--- config.mk ---
export PLATFORM = sky130hd
export DESIGN_NAME = alu_req_arbiter_flat
export DESIGN_NICKNAME = d
export VERILOG_FILES = /design/src/rtl/alu_req_arbiter_if.sv /design/src/rtl/alu_req_arbiter.sv /design/src/flat_wrapper.sv
export SDC_FILE = /design/constraint.sdc
export NUM_CORES = 1
export LEC_CHECK = 0
export ABC_AREA = 1
export BUFFER_PORTS_ARGS = -buffer_cell sky130_fd_sc_hd__buf_4
export CAP_MARGIN = 20
export CORE_ASPECT_RATIO = 0.7
export CORE_MARGIN = 5
export CORE_UTILIZATION = 39
export DETAILED_ROUTE_END_ITERATION = 8
export PLACE_DENSITY = 0.74
export SLEW_MARGIN = 20
export SYNTH_ARGS = -nofsm -noshare
export SYNTH_HDL_FRONTEND = slang
export SYNTH_SLANG_ARGS = --single-unit
--- constraint.sdc ---
create_clock -name clk -period 1.1 [get_ports clk]
set_input_delay 0.22 -clock clk [delete_from_list [all_inputs] [get_ports clk]]
set_output_delay 0.22 -clock clk [all_outputs]
set_load 0.05 [all_outputs]
--- src/rtl/alu_req_arbiter_if.sv ---
// rtl/alu_req_arbiter_if.sv - request/response/ALU bundle for alu_req_arbiter
// Optional err signals exist only when ALU_ARB_ILLEGAL_OP_EN is defined.
interface alu_req_arbiter_if #(
   parameter int WIDTH = 4
);
   logic             req0_valid;
   logic             req0_ready;
   logic [WIDTH-1:0] req0_a;
   logic [WIDTH-1:0] req0_b;
   logic [1:0]       req0_sel;
   logic             req1_valid;
   logic             req1_ready;
   logic [WIDTH-1:0] req1_a;
   logic [WIDTH-1:0] req1_b;
   logic [1:0]       req1_sel;

   logic             resp0_valid;
   logic             resp0_ready;
   logic [WIDTH-1:0] resp0_result;
   logic             resp1_valid;
   logic             resp1_ready;
   logic [WIDTH-1:0] resp1_result;
`ifdef ALU_ARB_ILLEGAL_OP_EN
   logic             resp0_err;
   logic             resp1_err;
`endif

   logic [WIDTH-1:0] alu_a;
   logic [WIDTH-1:0] alu_b;
   logic [1:0]       alu_sel;
   logic [WIDTH-1:0] alu_result;
   logic             busy;

   modport slave (
`ifdef ALU_ARB_ILLEGAL_OP_EN
      output resp0_err, resp1_err,
`endif
      input  req0_valid, req0_a, req0_b, req0_sel,
      input  req1_valid, req1_a, req1_b, req1_sel,
      output req0_ready, req1_ready,
      output resp0_valid, resp0_result, resp1_valid, resp1_result,
      input  resp0_ready, resp1_ready,
      output alu_a, alu_b, alu_sel, busy,
      input  alu_result
   );

   modport master (
`ifdef ALU_ARB_ILLEGAL_OP_EN
      input  resp0_err, resp1_err,
`endif
      output req0_valid, req0_a, req0_b, req0_sel,
      output req1_valid, req1_a, req1_b, req1_sel,
      input  req0_ready, req1_ready,
      input  resp0_valid, resp0_result, resp1_valid, resp1_result,
      output resp0_ready, resp1_ready,
      input  alu_a, alu_b, alu_sel, busy,
      output alu_result
   );
endinterface

--- src/rtl/alu_req_arbiter.sv ---
// rtl/alu_req_arbiter.sv - round-robin front end sharing one ALU between two requesters
// ALU_ARB_ILLEGAL_OP_EN: sel=11 bypasses the ALU and returns result 0 with an err flag.
module alu_req_arbiter #(
   parameter int WIDTH = 4
) (
   input  logic             clk,
   input  logic             rst_n,
   alu_req_arbiter_if.slave bus
);
   typedef enum logic [1:0] {
      S_IDLE = 2'd0,
      S_EXEC = 2'd1,
      S_RESP = 2'd2
   } state_t;

   state_t           state_q, state_d;
   logic             grant_q, grant_d;
   logic             last_grant_q, last_grant_d;
   logic [WIDTH-1:0] result_q, result_d;
   logic [WIDTH-1:0] alu_a_q, alu_a_d;
   logic [WIDTH-1:0] alu_b_q, alu_b_d;
   logic [1:0]       alu_sel_q, alu_sel_d;
`ifdef ALU_ARB_ILLEGAL_OP_EN
   logic             err_q, err_d;
`endif

   logic             winner;
   logic             accept;
   logic             illegal;
   logic             resp_take;
   logic [WIDTH-1:0] win_a;
   logic [WIDTH-1:0] win_b;
   logic [1:0]       win_sel;

   // A lone request always wins; on contention the one that did not go last wins.
   always_comb begin
      winner = bus.req1_valid;
      if (bus.req0_valid && bus.req1_valid) begin
         winner = ~last_grant_q;
      end
      win_a   = winner ? bus.req1_a   : bus.req0_a;
      win_b   = winner ? bus.req1_b   : bus.req0_b;
      win_sel = winner ? bus.req1_sel : bus.req0_sel;
   end

   assign accept    = rst_n && (state_q == S_IDLE) && (bus.req0_valid || bus.req1_valid);
   assign resp_take = (state_q == S_RESP) && (grant_q ? bus.resp1_ready : bus.resp0_ready);

`ifdef ALU_ARB_ILLEGAL_OP_EN
   assign illegal = (win_sel == 2'b11);
`else
   assign illegal = 1'b0;
`endif

   always_comb begin
      state_d      = state_q;
      grant_d      = grant_q;
      last_grant_d = last_grant_q;
      result_d     = result_q;
      alu_a_d      = alu_a_q;
      alu_b_d      = alu_b_q;
      alu_sel_d    = alu_sel_q;
`ifdef ALU_ARB_ILLEGAL_OP_EN
      err_d        = err_q;
`endif
      case (state_q)
         S_IDLE: begin
            if (accept) begin
               grant_d = winner;
               if (illegal) begin
                  // Never reaches the ALU, so the ALU-side registers keep the last issued op.
                  state_d  = S_RESP;
                  result_d = '0;
`ifdef ALU_ARB_ILLEGAL_OP_EN
                  err_d    = 1'b1;
`endif
               end else begin
                  state_d   = S_EXEC;
                  alu_a_d   = win_a;
                  alu_b_d   = win_b;
                  alu_sel_d = win_sel;
`ifdef ALU_ARB_ILLEGAL_OP_EN
                  err_d     = 1'b0;
`endif
               end
            end
         end
         S_EXEC: begin
            result_d = bus.alu_result;
            state_d  = S_RESP;
         end
         S_RESP: begin
            if (resp_take) begin
               last_grant_d = grant_q;
               state_d      = S_IDLE;
            end
         end
         default: begin
            state_d = S_IDLE;
         end
      endcase
   end

   always_ff @(posedge clk or negedge rst_n) begin
      if (!rst_n) begin
         state_q      <= S_IDLE;
         grant_q      <= 1'b0;
         last_grant_q <= 1'b1;
         result_q     <= '0;
         alu_a_q      <= '0;
         alu_b_q      <= '0;
         alu_sel_q    <= 2'b00;
`ifdef ALU_ARB_ILLEGAL_OP_EN
         err_q        <= 1'b0;
`endif
      end else begin
         state_q      <= state_d;
         grant_q      <= grant_d;
         last_grant_q <= last_grant_d;
         result_q     <= result_d;
         alu_a_q      <= alu_a_d;
         alu_b_q      <= alu_b_d;
         alu_sel_q    <= alu_sel_d;
`ifdef ALU_ARB_ILLEGAL_OP_EN
         err_q        <= err_d;
`endif
      end
   end

   // Response outputs derive from the async-reset state, so they drop the moment rst_n falls.
   assign bus.req0_ready   = accept && !winner;
   assign bus.req1_ready   = accept && winner;
   assign bus.resp0_valid  = (state_q == S_RESP) && !grant_q;
   assign bus.resp1_valid  = (state_q == S_RESP) && grant_q;
   assign bus.resp0_result = bus.resp0_valid ? result_q : '0;
   assign bus.resp1_result = bus.resp1_valid ? result_q : '0;
`ifdef ALU_ARB_ILLEGAL_OP_EN
   assign bus.resp0_err    = bus.resp0_valid && err_q;
   assign bus.resp1_err    = bus.resp1_valid && err_q;
`endif
   assign bus.alu_a        = alu_a_q;
   assign bus.alu_b        = alu_b_q;
   assign bus.alu_sel      = alu_sel_q;
   assign bus.busy         = (state_q != S_IDLE);
endmodule

--- src/flat_wrapper.sv ---
// flat-port wrapper written by rule: the top's interface ports become plain ports
module alu_req_arbiter_flat 
#(
   parameter int WIDTH = 4
)
  (clk, rst_n, bus_req0_valid, bus_req0_a, bus_req0_b, bus_req0_sel, bus_req1_valid, bus_req1_a, bus_req1_b, bus_req1_sel, bus_req0_ready, bus_req1_ready, bus_resp0_valid, bus_resp0_result, bus_resp1_valid, bus_resp1_result, bus_resp0_ready, bus_resp1_ready, bus_alu_a, bus_alu_b, bus_alu_sel, bus_busy, bus_alu_result);
  alu_req_arbiter_if #(.WIDTH(WIDTH)) bus_i ();
  input  logic clk;
  input  logic rst_n;
  input wire logic [$bits(bus_i.req0_valid)-1:0] bus_req0_valid;
  input wire logic [$bits(bus_i.req0_a)-1:0] bus_req0_a;
  input wire logic [$bits(bus_i.req0_b)-1:0] bus_req0_b;
  input wire logic [$bits(bus_i.req0_sel)-1:0] bus_req0_sel;
  input wire logic [$bits(bus_i.req1_valid)-1:0] bus_req1_valid;
  input wire logic [$bits(bus_i.req1_a)-1:0] bus_req1_a;
  input wire logic [$bits(bus_i.req1_b)-1:0] bus_req1_b;
  input wire logic [$bits(bus_i.req1_sel)-1:0] bus_req1_sel;
  output wire logic [$bits(bus_i.req0_ready)-1:0] bus_req0_ready;
  output wire logic [$bits(bus_i.req1_ready)-1:0] bus_req1_ready;
  output wire logic [$bits(bus_i.resp0_valid)-1:0] bus_resp0_valid;
  output wire logic [$bits(bus_i.resp0_result)-1:0] bus_resp0_result;
  output wire logic [$bits(bus_i.resp1_valid)-1:0] bus_resp1_valid;
  output wire logic [$bits(bus_i.resp1_result)-1:0] bus_resp1_result;
  input wire logic [$bits(bus_i.resp0_ready)-1:0] bus_resp0_ready;
  input wire logic [$bits(bus_i.resp1_ready)-1:0] bus_resp1_ready;
  output wire logic [$bits(bus_i.alu_a)-1:0] bus_alu_a;
  output wire logic [$bits(bus_i.alu_b)-1:0] bus_alu_b;
  output wire logic [$bits(bus_i.alu_sel)-1:0] bus_alu_sel;
  output wire logic [$bits(bus_i.busy)-1:0] bus_busy;
  input wire logic [$bits(bus_i.alu_result)-1:0] bus_alu_result;
  assign bus_i.req0_valid = bus_req0_valid;
  assign bus_i.req0_a = bus_req0_a;
  assign bus_i.req0_b = bus_req0_b;
  assign bus_i.req0_sel = bus_req0_sel;
  assign bus_i.req1_valid = bus_req1_valid;
  assign bus_i.req1_a = bus_req1_a;
  assign bus_i.req1_b = bus_req1_b;
  assign bus_i.req1_sel = bus_req1_sel;
  assign bus_req0_ready = bus_i.req0_ready;
  assign bus_req1_ready = bus_i.req1_ready;
  assign bus_resp0_valid = bus_i.resp0_valid;
  assign bus_resp0_result = bus_i.resp0_result;
  assign bus_resp1_valid = bus_i.resp1_valid;
  assign bus_resp1_result = bus_i.resp1_result;
  assign bus_i.resp0_ready = bus_resp0_ready;
  assign bus_i.resp1_ready = bus_resp1_ready;
  assign bus_alu_a = bus_i.alu_a;
  assign bus_alu_b = bus_i.alu_b;
  assign bus_alu_sel = bus_i.alu_sel;
  assign bus_busy = bus_i.busy;
  assign bus_i.alu_result = bus_alu_result;
  alu_req_arbiter #(.WIDTH(WIDTH)) u_core (.clk(clk), .rst_n(rst_n), .bus(bus_i));
endmodule
**Word level (Yosys, flattened, before mapping)**

Index checks and enable logic that the tools add are counted.

- Bits of input ports: 30
- Logic and storage cells: 38
- Register bits: 18
- Output and inout port bits: 23

- Equality and inequality tests: 4
- Bitwise operators: 1
- Muxes and demuxes: 10
- Reduce and logical (&&, ||, !) cells: 16

Operator list:

| cell | count |
|---|---|
| 2-to-1 mux 4 bit | 4 |
| logical AND 1 bit | 8 |
| 2-to-1 mux 2 bit | 3 |
| one-hot mux 2 bit (3 select lines) | 1 |
| AND reduction 2 bit | 3 |
| inequality test 2 x 1 -> 1 bit, second input constant | 2 |
| equality test 2 x 1 -> 1 bit, second input constant | 1 |
| equality test 2 bit, second input constant | 1 |
| zero test 1 bit | 2 |
| zero test 2 bit | 1 |
| 2-to-1 mux 1 bit | 2 |
| nonzero test 2 bit | 1 |
| logical OR 1 bit | 1 |
| inverter 1 bit | 1 |

**Depth between registers and ports, before layout**

- Word-level depth: 5
- Mapped depth: 7
- Gate-level depth less buffers: 6

**Worst setup path after synthesis**

Ideal clock, no wire load.

- Path kind: register to output
- From: register u_core.last_grant_q
- To: output port bus_req0_ready
- Arrival: 1,464 ps
- Path buffers: 1
- Cell stages (with the launch flop): 6
- Required time: 880 ps
- Path slack: -584 ps
- Cells stage by stage: dfstp_2 > nand2_1 > nand2_1 > buf_4 > inv_2 > nor2_1

- Longest elaborated chain between the ends: 4

RTL lines:

| what | line | text |
|---|---|---|
| start, declared | alu_req_arbiter.sv:18 | `logic last_grant_q, last_grant_d;` |
| start signal, assigned | alu_req_arbiter.sv:119 | `last_grant_q <= last_grant_d;` |
| inverter 1 bit | alu_req_arbiter.sv:39 | `winner = ~last_grant_q;` |
| 2-to-1 mux 1 bit | alu_req_arbiter.sv:38 | `if (bus.req0_valid && bus.req1_valid) begin` |
| zero test 1 bit | alu_req_arbiter.sv:131 | `assign bus.req0_ready = accept && !winner;` |
| logical AND 1 bit | alu_req_arbiter.sv:131 |  |
| end, declared | flat_wrapper.sv:18 | `output wire logic [$bits(bus_i.req0_ready)-1:0] bus_req0_ready;` |

Every way passes these cells.

**Worst setup path in the final report**

- From: register u_core.state_q[1]
- To: output port bus_resp0_valid

- Longest elaborated chain between the ends: 2

RTL lines:

| what | line | text |
|---|---|---|
| start, declared | alu_req_arbiter.sv:16 | `state_t state_q, state_d;` |
| start signal, assigned | alu_req_arbiter.sv:117 | `state_q <= state_d;` |
| equality test 2 bit | alu_req_arbiter.sv:133 | `assign bus.resp0_valid = (state_q == S_RESP) && !grant_q;` |
| logical AND 1 bit | alu_req_arbiter.sv:133 |  |
| end, declared | flat_wrapper.sv:20 | `output wire logic [$bits(bus_i.resp0_valid)-1:0] bus_resp0_valid;` |

Every way passes these cells.

==> impl_results.md <==
- Status: complete, but fails checks
- Failing checks: negative setup slack
- Initial antenna violation count: 0
- N_diodes: 0
- CTS tree: yes
- CP Buf/Inv Count: 3
- CP max stage cell: dfrtp_1
- Switching Share: 0.509
- # fillers: 176
- First-pass GRT wire length: 5.15 mm
- Final net count: 237
- Die height: 51.3 um
- PwrDens: 2680 mW/mm^2
- Routed len/inst: 13.7 um
- Comb pwr share: 0.672
- Fmax: 640 MHz
- GP Congestion: 0.821
- Unrepaired setup endpoints after global routing: true
- CP Launch Type: register
- Setup TNS: -6.67 ns
- #FFs+latches synth: 18
- Min Hold Slack: 0.159 ns
- Total power: 4.91 mW
- Ys Warns: 0
- Worst-path clk slew: 0.11 ns
- P_sw: 2.50 mW
- Cell Int Power: 2.41 mW
- Min cycle time layout: 1.56 ns
- Min-delay worst type: input port to register
- Initial Utilization: 0.396
- Synth unique cells: 15
- Final Hold Viols: 0
- Finished Layout Cells: 240
- Synthesized area per cell: 7.05 um^2
- Share of cells above drive strength 1: 0.563
- Slew headroom: 0.847
- Worst path cell trace: nand2_2 > clkinv_4 > nand2_8 > clkinvlp_4 > buf_8
- Power share of the clock group: 0.086
- DP HPWL: 2.32 mm
- Crit path kind: register to primary output
- Vias in the first global route: 1048
- Worst-margin pin slew: 0.230 ns
- Worst-path maximum fanout: 5
- Total GRT Usage: 0.183
- Post-Syn Nets: 165
- Setup Viol. Count Final: 26
- CTS Buf Count: 3
- Detail Route Antenna Nets: 0
- CP top delay family: flip-flops
- Post-Synthesis Cells: 135
- Static leakage: 0.966 nW
- Rows: 15
- Mapped Area: 952 um^2
- Routed wire length: 3.30 mm
- Core area: 0.00240 mm^2
- IO Count: 53
- Die X: 69.1 um
- Clock Latency Late Sink: 0.30 ns
- Reg power frac: 0.242
- Pre-antenna DRT Iters: 4
- Crit path capture type: primary output
- Max H-tree Level: 1
- Largest net degree at the start of global routing: 17
- Seq/Total Area, Yosys: 0.474
- Number of port buffers: 52
- Maxcap violations: 0
- Most frequent cells in the layout: 46 x nand2_1, 43 x buf_4, 21 x buf_6
- # placed instances: 225
- Most common cell after layout, fill and taps aside: nand2_1
- Drt via density: 4.52
- Setup Skew: 0.0109 ns
- Area delta synth->final: 92.6%
- DR iter-0 viols: 36
- TritonCTS Sinks: 18
- Total gr overflow: 0
- Clock tree buffer depth: 2
- Max Slew Vio Count: 0
- Fin crit share: 1.42
- Final core area utilization: 0.764
- DRC: 0
- Peak supply drop: 1530 uV
- Die footprint: 0.00355 mm^2
- Critical path's largest stage delay: 0.44 ns
- Arrival @ worst endpoint: 1.34 ns
- Worst Path Required: 0.88 ns
- Via count: 1085
- Final WS setup: -0.463 ns
- Root buffer cell: clkbuf_4
Yosys cell counts:
library cell / instances / area [um^2]
a21oi_1: 4 / 20.0
o21ai_0: 2 / 10.0
nand2_1: 62 / 233
nand2_2: 2 / 12.5
dfstp_2: 1 / 26.3
nor2_4: 2 / 22.5
dfrtp_1: 17 / 425
nor2_2: 1 / 6.26
inv_2: 1 / 3.75
nand3_1: 11 / 55.1
inv_1: 13 / 48.8
buf_2: 2 / 10.0
buf_4: 2 / 15.0
buf_6: 1 / 11.3
nor2_1: 14 / 52.6
metrics by stage:
step | setup slack, ns | cell area [um^2]
2_1_floorplan | -0.201 | 1070
3_3_place_gp | -0.160 | 1530
3_5_place_dp | -0.210 | 1530
4_1_cts | -0.487 | 1740
5_1_grt | -0.532 | 1830
6_report | -0.463 | 1830
cell type report:
class,instances,area (um^2),area share
Inverter,14,65.1,0.0355
Clock buffer,4,36.3,0.0198
Timing Repair Buffer,72,674,0.368
Sequential cell,18,454,0.248
Tap cell,34,42.5,0.0232
Multi-Input combinational cell,98,562,0.306
worst min-delay path, stage by stage:
cell	delay, ns
buf_4	0.08
nor2_1	0.03
a21oi_1	0.10
routing by layer:
metal | wire length [um] | vias to the layer above | track usage
met5 | 0 | - | 0
met4 | 33 | 0 | 0.0357
met3 | 185 | 5 | 0.0609
met2 | 1720 | 29 | 0.326
met1 | 1360 | 504 | 0.219
li1 | - | 547 | -
sequential cells by signal, indices dropped and copies added (netlist names):
register and cells:
u_core.bus.alu_sel 2, u_core.last_grant_q 1, u_core.grant_q 1, u_core.result_q 4, u_core.bus.alu_a 4, u_core.state_q 2
u_core.bus.alu_b 4
repair_timing:
| item | in CTS | in global routing |
|---|---|---|
| endpoints found under the hold margin | 17 | 0 |
| hold buffers | 1 | 0 |
| pin swaps | 4 | 7 |
| gates cloned | 1 | 0 |
| setup buffers | 4 | 8 |
| resized for setup | 40 | 20 |
| setup endpoints to repair | 34 | 39 |
logic make-up after synthesis:
group,after synthesis,synth area share
buffers and inverters,19,0.0933
AND/OR/NAND/NOR,92,0.401
AO/OA/AOI/OAI,6,0.0315
flip-flops,18,0.474
path summary, 6_finish.rpt:
kind / slack [ns] / startpoint / end / cells after the start
setup / recovery: -0.46 / u_core.state_q[1] / bus_resp0_valid / 5
hold / removal: 0.16 / bus_alu_result[0] / u_core.result_q[0] / 3
setup reg to reg: -0.13 / u_core.last_grant_q / u_core.bus.alu_a[2] / 8
hold reg to reg: 0.52 / u_core.bus.alu_b[2] / u_core.bus.alu_b[2] / 2
max in group asynchronous: 0.39 / rst_n / u_core.last_grant_q / 3
min in group asynchronous: 0.38 / rst_n / u_core.grant_q / 3
power groups by stage:
| stage | sequential (mW) | combinational, mW | clock (mW) |
|---|---|---|---|
| floorplan | 1.73 | 1.35 | 0 |
| global placement | 1.14 | 2.68 | 0 |
| detailed placement | 1.14 | 2.73 | 0 |
| CTS | 1.17 | 3.07 | 0.431 |
| global route | 1.22 | 3.48 | 0.473 |
| finish | 1.19 | 3.30 | 0.423 |
(Power assumes the default switching activity.)
